**src/rtl/code_ram_arbiter.sv**
```systemverilog
// Arbitrates a single-port, 1-cycle-latency code RAM between instruction fetch (F)
// and a data/loader port (D). D has priority, bounded by a streak counter so F always progresses.
module code_ram_arbiter #(
  parameter int ADDR_W     = 16,
  parameter int DATA_W     = 16,
  parameter int MAX_STREAK = 4
) (
  input  logic              clock,
  input  logic              reset,
  input  logic              running,
  input  logic              f_req,
  input  logic [ADDR_W-1:0] f_addr,
  output logic              f_gnt,
  output logic              f_rvalid,
  input  logic              d_req,
  input  logic              d_we,
  input  logic [ADDR_W-1:0] d_addr,
  input  logic [DATA_W-1:0] d_wdata,
  output logic              d_gnt,
  output logic              d_rvalid,
  output logic [DATA_W-1:0] rdata,
  output logic [ADDR_W-1:0] ram_addr,
  output logic              ram_we,
  output logic [DATA_W-1:0] ram_wdata,
  input  logic [DATA_W-1:0] ram_rdata
);

  localparam int SW = $clog2(MAX_STREAK + 1);

  logic [SW-1:0] streak_q, streak_d;
  logic          pend_f_q, pend_d_q;
  logic          grant_en;
  logic          streak_full;

  assign grant_en    = running & ~reset;
  assign streak_full = (streak_q == SW'(MAX_STREAK));

  // D wins unless F is waiting and D has already used up its streak.
  always_comb begin
    d_gnt = grant_en & d_req & (~f_req | ~streak_full);
    f_gnt = grant_en & f_req & ~d_gnt;
  end

  always_comb begin
    ram_addr  = '0;
    ram_we    = 1'b0;
    ram_wdata = '0;
    if (d_gnt) begin
      ram_addr  = d_addr;
      ram_we    = d_we;
      ram_wdata = d_wdata;
    end else if (f_gnt) begin
      ram_addr  = f_addr;
    end
  end

  // A D grant with F waiting implies streak < MAX_STREAK, so the increment cannot overflow.
  always_comb begin
    streak_d = streak_q;
    if (!f_req || f_gnt) begin
      streak_d = '0;
    end else if (d_gnt && !streak_full) begin
      streak_d = streak_q + SW'(1);
    end
  end

  always_ff @(posedge clock) begin
    if (reset) begin
      streak_q <= '0;
      pend_f_q <= 1'b0;
      pend_d_q <= 1'b0;
    end else begin
      streak_q <= streak_d;
      pend_f_q <= f_gnt;
      pend_d_q <= d_gnt & ~d_we;
    end
  end

  assign f_rvalid = pend_f_q;
  assign d_rvalid = pend_d_q;
  assign rdata    = ram_rdata;

endmodule

```
**config.mk**
```make
export PLATFORM = sky130hd
export DESIGN_NAME = code_ram_arbiter
export DESIGN_NICKNAME = d
export VERILOG_FILES = /design/src/rtl/code_ram_arbiter.sv
export SDC_FILE = /design/constraint.sdc
export NUM_CORES = 1
export LEC_CHECK = 0
export CAP_MARGIN = 0
export CELL_PAD_IN_SITES_DETAIL_PLACEMENT = 2
export CELL_PAD_IN_SITES_GLOBAL_PLACEMENT = 2
export CORE_MARGIN = 5
export CORE_UTILIZATION = 10
export CTS_CLUSTER_SIZE = 14
export DETAILED_ROUTE_END_ITERATION = 12
export HOLD_SLACK_MARGIN = 0.06
export PLACE_DENSITY = 0.95
export SETUP_SLACK_MARGIN = 0.1
export SLEW_MARGIN = 20
export SYNTH_ARGS = -nofsm -noshare
export SYNTH_HDL_FRONTEND = slang
export SYNTH_SLANG_ARGS = --single-unit
```
**constraint.sdc**
```tcl
create_clock -name clock -period 1.9 [get_ports clock]
set_input_delay 0.19 -clock clock [delete_from_list [all_inputs] [get_ports clock]]
set_output_delay 0.19 -clock clock [all_outputs]
set_load 0.02 [all_outputs]
```
==> results of run 1 <==
==> placed cells by master (no fill, tap or decap), drive strengths merged, types with 4 or more instances in the layout <==
cell type,synthesis,routed
a22o,16,16
and2,17,17
buf,22,50
clkbuf,0,6
clkdlybuf4s50,0,54
dfxtp,5,5
nand2b,4,4
==> cell families (layout without fill, tap and decap cells) <==
family                     after synthesis  after routing
DFF                                      5              5
buffers and inverters                   24            113
AOI/OAI and AO/OA                       21             21
adders and majority gates                2              2
and+or+nand+nor                         29             29
==> routing by layer <==
| metal | up-vias | GRT usage, % | share of wire, % |
|---|---|---|---|
| met3 | 2 | 2.56 | 9.2 |
| met4 | 0 | 2.08 | 0.75 |
| li1 | 446 | - | - |
| met1 | 440 | 9.23 | 33 |
| met2 | 42 | 17.2 | 57 |
| met5 | - | 0 | 0 |
==> flip-flops by register name, indices dropped and copies added, names as in the netlist <==
signal / cells
d_rvalid: 1
f_rvalid: 1
streak_q: 3
==> area by class of cell <==
class | count | share of cell area (%)
tap | 77 | 5.70
timing repair buffer | 107 | 59.6
sequential | 5 | 6.07
multi-input combinational | 52 | 25.5
inverter | 2 | 0.444
clock buffer | 4 | 2.66
==> worst max-delay path by stage <==
stage | end | slack [ps] | cells after the start
floorplan | ram_addr[10] | 240 | 7
global placement | ram_addr[11] | -360 | 6
detailed placement | ram_addr[12] | -430 | 6
CTS | ram_addr[3] | -70 | 7
global route | ram_addr[2] | -110 | 8
finish | ram_addr[3] | 3 | 8
==> tightest hold or removal path, cell delays in order <==
cell and delay [ps]:
dlymetal6s2s_1 150, nand4b_1 110, a31oi_1 80
==> power groups by stage <==
stage,combinational [mW],sequential (mW),clock (mW)
2_1_floorplan,0.126,0.111,0
3_3_place_gp,0.257,0.110,0
3_5_place_dp,0.265,0.110,0
4_1_cts,0.273,0.108,0.211
5_1_grt,0.289,0.108,0.224
6_report,0.272,0.108,0.208
==> metrics by stage <==
step	TNS, ps	cells	setup WS (ps)	power (mW)
floorplan	0	81	240	0.237
global placement	-10550	235	-363	0.367
detailed placement	-12300	235	-434	0.375
CTS	-855	244	-70.7	0.592
global route	-1460	247	-105	0.621
finish	0	247	2.90	0.588
==> what timing repair did <==
action | CTS | global route
endpoints found under the setup margin | 35 | 35
setup buffers | 4 | 3
cloned | 1 | 0
gates resized for setup | 178 | 5
pin swaps | 7 | 6
==> summary.md, run 1 <==
| Metric | Value |
|---|---|
| Antenna violations before repair | 0 |
| CTS tree | built |
| Reg2reg setup slack | 580 ps |
| Leakage | 0.753 nW |
| Antenna cells | 0 |
| Design Area, Final | 1690 um2 |
| CTS Sinks | 5 |
| Yosys warns | 0 |
| Yosys top cell by area | a22o_1 |
| Dpl hpwl | 3140 um |
| CTS Buffer Depth | 2 |
| Number of hold buffers added after cts | 0 |
| Worst setup SP type | register |
| Syn nets | 153 |
| Max IR drop VDD | 0.418 mV |
| Hold Path Stages | 3 |
| Critical-path cell list | inv_2, ha_4, a21boi_4, nor4bb_4, buf_4, clkbuf_16, a22o_1, buf_6 |
| Area of the multi-input gates | 432 um2 |
| Yosys reg bits | 5 |
| Die Area | 8360 um2 |
| Placed Area | 1610 um2 |
| Finished Core Util | 26.5% |
| Fin. max-slew vios | 0 |
| Worst-path clk slew | 40 ps |
| Hold Path Class | primary input to register |
| Critical path's top delay family | buffers and inverters |
| Post-synthesis sequential area ratio | 15.1% |
| RSZ-0062 raised after global routing | true |
| Initial cell density of the core | 10.4% |
| Critical Path Source | streak_q[0] |
| Area Overhead vs Synth | 155% |
| Drc violations | 0 |
| Final setup fails | 0 |
| Sequential share of power | 18.4% |
| Synth area leaders | a22o_1, buf_4, and2_1, dfxtp_1, ha_1 |
| Routed wire length | 3990 um |
| # fillers | 723 |
| Skew final | 1.14 ps |
| CTS buffer count | 3 |
| Row Count | 29 |
| Main combinational cell family by area after synthesis | simple AND/OR/NAND/NOR gates |
| First-pass GRT wire length | 5840 um |
| Reg2Reg Depth | 6 |
| Worst Path Buf+Inv | 4 |
| Wire length per cell | 16.2 um |
| Int Power | 0.426 mW |
| Yosys cell types | 18 |
| Synth async-reset ratio | 0% |
| Simple-Gate Fraction of Synth Area | 28.9% |
| Worst Path Arrival | 1710 ps |
| Switch Pwr | 0.162 mW |
| Gpl congestion | 0.766 |
| Combinational Power Share | 46.2% |
| Post-Syn Area | 663 um2 |
| Fin crit share | 99.8% |
| Mapped Cells | 81 |
| DRT Pass-1 Iters | 3 |
| Pin count of the biggest net entering global routing | 36 |
| Synthesized area per cell | 8.19 um2 |
| Io pins | 123 |
| DRT antenna net count | 0 |
| Min Tclk post-route | 1900 ps |
| Power per standard cell area | 348 nW/um2 |
| Clk pwr share | 35.3% |
| CP max-delay cell | dfxtp_2 |
| Setup CP Type | register to primary output |
| Net Sw Frac | 27.5% |
| Hold path endpoint | streak_q[2] |
| Die height | 91.4 um |
| Post-synth EDFFs | 0 |
| Adder-cell share of the synthesized area | 3.77% |
| Largest stage delay, worst path | 320 ps |
| Post-synth top cells | and2_1, buf_4, a22o_1, dfxtp_1 |
| Vias in the first global route | 1031 |
| Port bufs | 90 |
| Worst slew pin tran | 272 ps |
| H-tree Lvls | 1 |
| Final Hold Vio Count | 0 |
| # nets final | 243 |
| Hold Slack | 358 ps |
| Top-area cell type share of the netlist area | 21.1% |
| Routed vias | 930 |
| Fmax | 527 MHz |
| Drt via density | 3.77 |
| Status | completed |
| Core outline area | 6390 um2 |
| Synth Flop Type | dfxtp_1 |
| XOR/XNOR share of the synthesized area | 0% |
| Post-synthesis compound-gate area fraction | 27.2% |
| Root cell of the clock tree | clkbuf_8 |
| Mux contribution to synthesized area | 0% |
| Clk_lat worst skew | 230 ps |
| Hold Startpoint | d_req |
| Reg-to-reg endpoint | d_rvalid |
| Max Cap Violations | 0 |
| Headroom to the max-slew limit | 81.6% |
| Crit path capture type | primary output |
| DR iter-0 viols | 17 |
| GR Overflow Total | 0 |
| Max FO, Critical Path | 8 |
| Worst path required time | 1710 ps |
| Die width | 91.4 um |
| Total GRT Usage | 8.89% |
| Register Area | 103 um2 |
| Reg2reg start | streak_q[0] |
| Layout cells sized above 1 | 37.1% |
Power figures use the tool's default switching activity.
==> run 2, diff against run 1 <==
- TNS_END_PERCENT: unset -> 20
==> run 2 against run 1 <==
Net effect:
- clock-buffer cell count stayed put
- sequential power hardly changed
- fmax about the same
- clock skew stayed put
- global-route usage barely moved
- clock power about the same
- sequential share of layout area up 0.063 points
- combinational power hardly changed
- final cell count down 0.40%
- sequential cell count stayed put
- routed wire length is 0.33% lower
- non-clock buffer count shrank 1
- largest cell class unchanged
- largest power group unchanged
==> summary.md, run 2 (same netlist as run 1, synthesis figures left out) <==
| Metric | Value |
|---|---|
| Pin count of the biggest net entering global routing | 36 |
| Routed vias | 929 |
| # nets final | 242 |
| Worst Path Arrival | 1710 ps |
| Fmax | 527 MHz |
| Critical-path cell list | inv_2, ha_4, a21boi_4, nor4bb_4, buf_4, clkbuf_16, a22o_1, buf_6 |
| Setup CP Type | register to primary output |
| Crit path capture type | primary output |
| Core outline area | 6390 um2 |
| First-pass GRT wire length | 5840 um |
| Row Count | 29 |
| RSZ-0062 raised after global routing | true |
| CTS Sinks | 5 |
| Hold Slack | 358 ps |
| Antenna violations before repair | 0 |
| Headroom to the max-slew limit | 81.6% |
| Fin crit share | 99.8% |
| Io pins | 123 |
| Worst Path Buf+Inv | 4 |
| Critical path's top delay family | buffers and inverters |
| Largest reg by FF count | streak_q |
| CTS buffer count | 3 |
| Layout cells sized above 1 | 36.7% |
| Port bufs | 90 |
| Area Overhead vs Synth | 152% |
| Most common cell after layout, fill and taps aside | clkdlybuf4s50_1 |
| Total GRT Usage | 8.87% |
| Fin. max-slew vios | 0 |
| Wire length per cell | 16.2 um |
| Power per standard cell area | 350 nW/um2 |
| Dpl hpwl | 3140 um |
| Max FO, Critical Path | 8 |
| Status | completed |
| Reg2reg setup slack | 580 ps |
| Die width | 91.4 um |
| Highest metal used | met4 |
| CTS Buffer Depth | 2 |
| GR Overflow Total | 0 |
| Clk_lat worst skew | 230 ps |
| Antenna cells | 0 |
| Metal3 WL | 379 um |
| Worst setup SP type | register |
| Worst-path clk slew | 40 ps |
| Met2 Routed Length | 2260 um |
| Final Total Pwr | 0.585 mW |
| Max Cap Violations | 0 |
| Finished Core Util | 26.2% |
| Skew final | 1.14 ps |
| DR iter-0 viols | 15 |
| Final Hold Vio Count | 0 |
| Max reg flops | 3 |
| Leakage | 0.746 nW |
| Worst slew pin tran | 272 ps |
| CTS tree | built |
| Vias in the first global route | 1039 |
| Max IR drop VDD | 0.418 mV |
| DRT antenna net count | 0 |
| Gpl congestion | 0.766 |
| Most frequent cells in the layout | clkdlybuf4s50_1, buf_2, and2_1 |
| Drc violations | 0 |
| Final setup fails | 0 |
| Root cell of the clock tree | clkbuf_8 |
| Routed wire length | 3980 um |
| CP max-delay cell | dfxtp_2 |
| Worst path required time | 1710 ps |
| Min Tclk post-route | 1900 ps |
| H-tree Lvls | 1 |
| Number of hold buffers added after cts | 0 |
| DRT Pass-1 Iters | 4 |
| Die Area | 8360 um2 |
| Hold Path Class | primary input to register |
| Die height | 91.4 um |
| Drt via density | 3.78 |
| M1 WL | 1310 um |
| Largest stage delay, worst path | 320 ps |
| Initial cell density of the core | 10.4% |
run 2: power by group:
group	internal (mW)	switching [mW]
registers	0.108	0.000810
logic	0.172	0.0974
clock network	0.145	0.0628
total	0.425	0.161
run 2: per-layer routing:
layer / global-route usage (%) / vias to the layer above
li1: - / 445
met1: 9.04 / 438
met2: 17.4 / 44
met3: 2.56 / 2
met4: 2.08 / 0
met5: 0 / -
run 2: per-stage QoR:
| stage | setup TNS (ps) | cells | setup WS (ps) | area, um2 |
|---|---|---|---|---|
| after CTS | -838 | 243 | -70.9 | 1660 |
| after global placement | -10550 | 235 | -363 | 1610 |
| after global routing | -1420 | 246 | -107 | 1670 |
| after floorplan | 0 | 81 | 240 | 663 |
| final | 0 | 246 | 4.00 | 1670 |
| after detailed placement | -12300 | 235 | -434 | 1610 |
run 2: path summary, 6_finish.rpt:
kind,startpoint,to,depth (start not counted)
max,streak_q[0],ram_addr[3],8
min,d_req,streak_q[2],3
max reg2reg,streak_q[0],d_rvalid,6
min reg2reg,streak_q[0],streak_q[0],3
run 2: tightest hold or removal path: stages:
cell and delay [ps]:
dlymetal6s2s_1 150, nand4b_1 110, a31oi_1 80
run 2: final cells by class:
class	count	area [um2]
inverter	2	7.51
timing repair buffer	106	991
tap	77	96.3
fill	724	4710
clock buffer	4	45.0
multi-input combinational	52	432
sequential	5	103
run 2: what timing repair did:
action / in CTS / in global routing
endpoints found under the hold margin: 0 / 0
cloned: 1 / 0
setup endpoints to repair: 35 / 35
pin swaps: 6 / 5
gates resized for setup: 175 / 5
setup buffers: 3 / 3
==> run 3, diff against run 2 <==
- clock period: 1.9 -> 2.25 ns (I/O delays scaled with it)
==> run 3 against run 2 <==
Net effect:
- clock skew is 4.7 ps higher
- via count is 3.3% lower
- setup slack better by 92 ps
- routed wire length is 6.1% lower
- clock-buffer cell count stayed put
- design area is 2.5% lower
- combinational power is 21% lower
- critical path type unchanged
- power is 18% lower
- largest cell class unchanged
- die area stayed put
==> summary.md, run 3 (same netlist as run 1, synthesis figures left out) <==
| Metric | Value |
|---|---|
| DR iter-0 viols | 17 |
| Sequential share of power | 19.1% |
| Critical-path cell list | inv_1, ha_2, a21boi_2, nor4bb_4, buf_4, clkbuf_16, a22o_1, clkdlybuf4s15_2 |
| Antenna violations before repair | 0 |
| Io pins | 123 |
| Design Area, Final | 1630 um2 |
| Row Count | 29 |
| Die Area | 8360 um2 |
| Hold Slack | 450 ps |
| Wire length per cell | 15.6 um |
| Worst-path clk slew | 40 ps |
| Routed wire length | 3740 um |
| Root cell of the clock tree | clkbuf_8 |
| Vias in the first global route | 948 |
| Die width | 91.4 um |
| Reg-to-reg endpoint | f_rvalid |
| Final Total Pwr | 0.481 mW |
| Gpl congestion | 0.770 |
| Min Tclk post-route | 2150 ps |
| RSZ-0062 raised after global routing | true |
| Hold Path Stages | 0 |
| Placed Cells | 232 |
| Pin count of the biggest net entering global routing | 36 |
| Fmax | 464 MHz |
| Max IR drop VDD | 0.285 mV |
| Worst Path Arrival | 1930 ps |
| Placed Area | 1590 um2 |
| Core outline area | 6390 um2 |
| Critical path's top delay family | buffers and inverters |
| Clk pwr share | 36.8% |
| Worst path required time | 2030 ps |
| Drt via density | 3.76 |
| H-tree Lvls | 1 |
| CTS Sinks | 5 |
| Number of hold buffers added after cts | 0 |
| Hold Path Class | primary input to primary output |
| Initial cell density of the core | 10.4% |
| Leakage | 0.711 nW |
| Routed vias | 898 |
| Max Cap Violations | 0 |
| Met3 Track Usage GR | 1.07% |
| Final setup fails | 0 |
| Clk_lat worst skew | 230 ps |
| Worst slew pin tran | 269 ps |
| Finished Core Util | 25.5% |
| Met1 Use GR | 9.01% |
| DRT antenna net count | 0 |
| Skew final | 5.86 ps |
| Largest stage delay, worst path | 330 ps |
| Die height | 91.4 um |
| Setup CP Type | register to primary output |
| DRT Pass-1 Iters | 2 |
| CTS tree | built |
| Worst setup SP type | register |
| Headroom to the max-slew limit | 81.8% |
| GRT busiest layer | met2 |
| Fin. max-slew vios | 0 |
| Most frequent cells in the layout | clkdlybuf4s50_1, dlygate4sd2_1, and2_1 |
| Drc violations | 0 |
| Met2 usage | 15.9% |
| Fin cells | 239 |
| Int Power | 0.348 mW |
| Switch Pwr | 0.133 mW |
| Antenna cells | 0 |
| CTS buffer count | 3 |
| Setup ws final | 95.6 ps |
| Hold Startpoint | ram_rdata[0] |
| Final Hold Vio Count | 0 |
| Combinational Power Share | 44.2% |
| Worst slack at placement | -138 ps |
| First-pass GRT wire length | 5480 um |
| GR Overflow Total | 0 |
| Total GRT Usage | 8.28% |
| # nets final | 235 |
| Port bufs | 90 |
| Status | completed |
| CP max-delay cell | dfxtp_2 |
| Reg2Reg Depth | 6 |
| Area Overhead vs Synth | 146% |
| Reg2reg start | streak_q[0] |
| Fin crit share | 95.8% |
| Dpl hpwl | 3160 um |
| Net Sw Frac | 27.7% |
| Most common cell after layout, fill and taps aside | clkdlybuf4s50_1 |
| Setup_tns | 0 ps |
| Max reg flops | 3 |
| Power per standard cell area | 295 nW/um2 |
| Max FO, Critical Path | 8 |
| Largest reg by FF count | streak_q |
| Worst Path Buf+Inv | 4 |
| CTS Buffer Depth | 2 |
| Reg2reg setup slack | 870 ps |
| Crit path capture type | primary output |
| Layout cells sized above 1 | 19.1% |
| Hold path endpoint | rdata[0] |
-- run 3: cell count changes in the layout (fill, tap and decap cells not counted), moves of 2 or more --
cell,before,now
clkbuf_2,1,5
dlygate4sd2_1,0,19
buf_2,18,1
clkdlybuf4s15_1,0,2
inv_1,0,2
buf_6,16,0
clkdlybuf4s15_2,0,8
inv_2,2,0
buf_4,13,6
-- run 3: cell type report --
class,count,area [um2]
multi-input combinational,52,414
tap,77,96.3
sequential,5,101
clock buffer,4,45.0
timing repair buffer,99,967
inverter,2,7.51
fill,722,4750
-- run 3: repair_timing --
action	4_1_cts	5_1_grt
gates resized for setup	60	8
setup buffers	0	2
endpoints found under the setup margin	35	34
cloned	0	1
pin swaps	0	2
-- run 3: worst max-delay path by stage --
stage,slack [ps],end,start,depth (start not counted)
after floorplan,550,ram_addr[10],streak_q[0],7
after global placement,-100,ram_addr[11],d_req,6
after detailed placement,-140,ram_addr[9],d_req,6
after CTS,100,ram_addr[15],streak_q[0],7
after global routing,-4,ram_addr[3],streak_q[0],8
final,100,ram_addr[5],streak_q[0],8
-- run 3: per-layer routing --
| metal | vias up | wire length, um |
|---|---|---|
| met4 | 0 | 48 |
| met2 | 42 | 2070 |
| li1 | 431 | - |
| met3 | 5 | 294 |
| met1 | 420 | 1330 |
| met5 | - | 0 |
-- run 3: power by group through the flow --
stage / Clock, mW / Combinational (mW) / Sequential [mW]
after CTS: 0.183 / 0.213 / 0.0915
after floorplan: 0 / 0.106 / 0.0940
final: 0.177 / 0.212 / 0.0917
after detailed placement: 0 / 0.223 / 0.0930
after global routing: 0.191 / 0.225 / 0.0918
after global placement: 0 / 0.216 / 0.0928
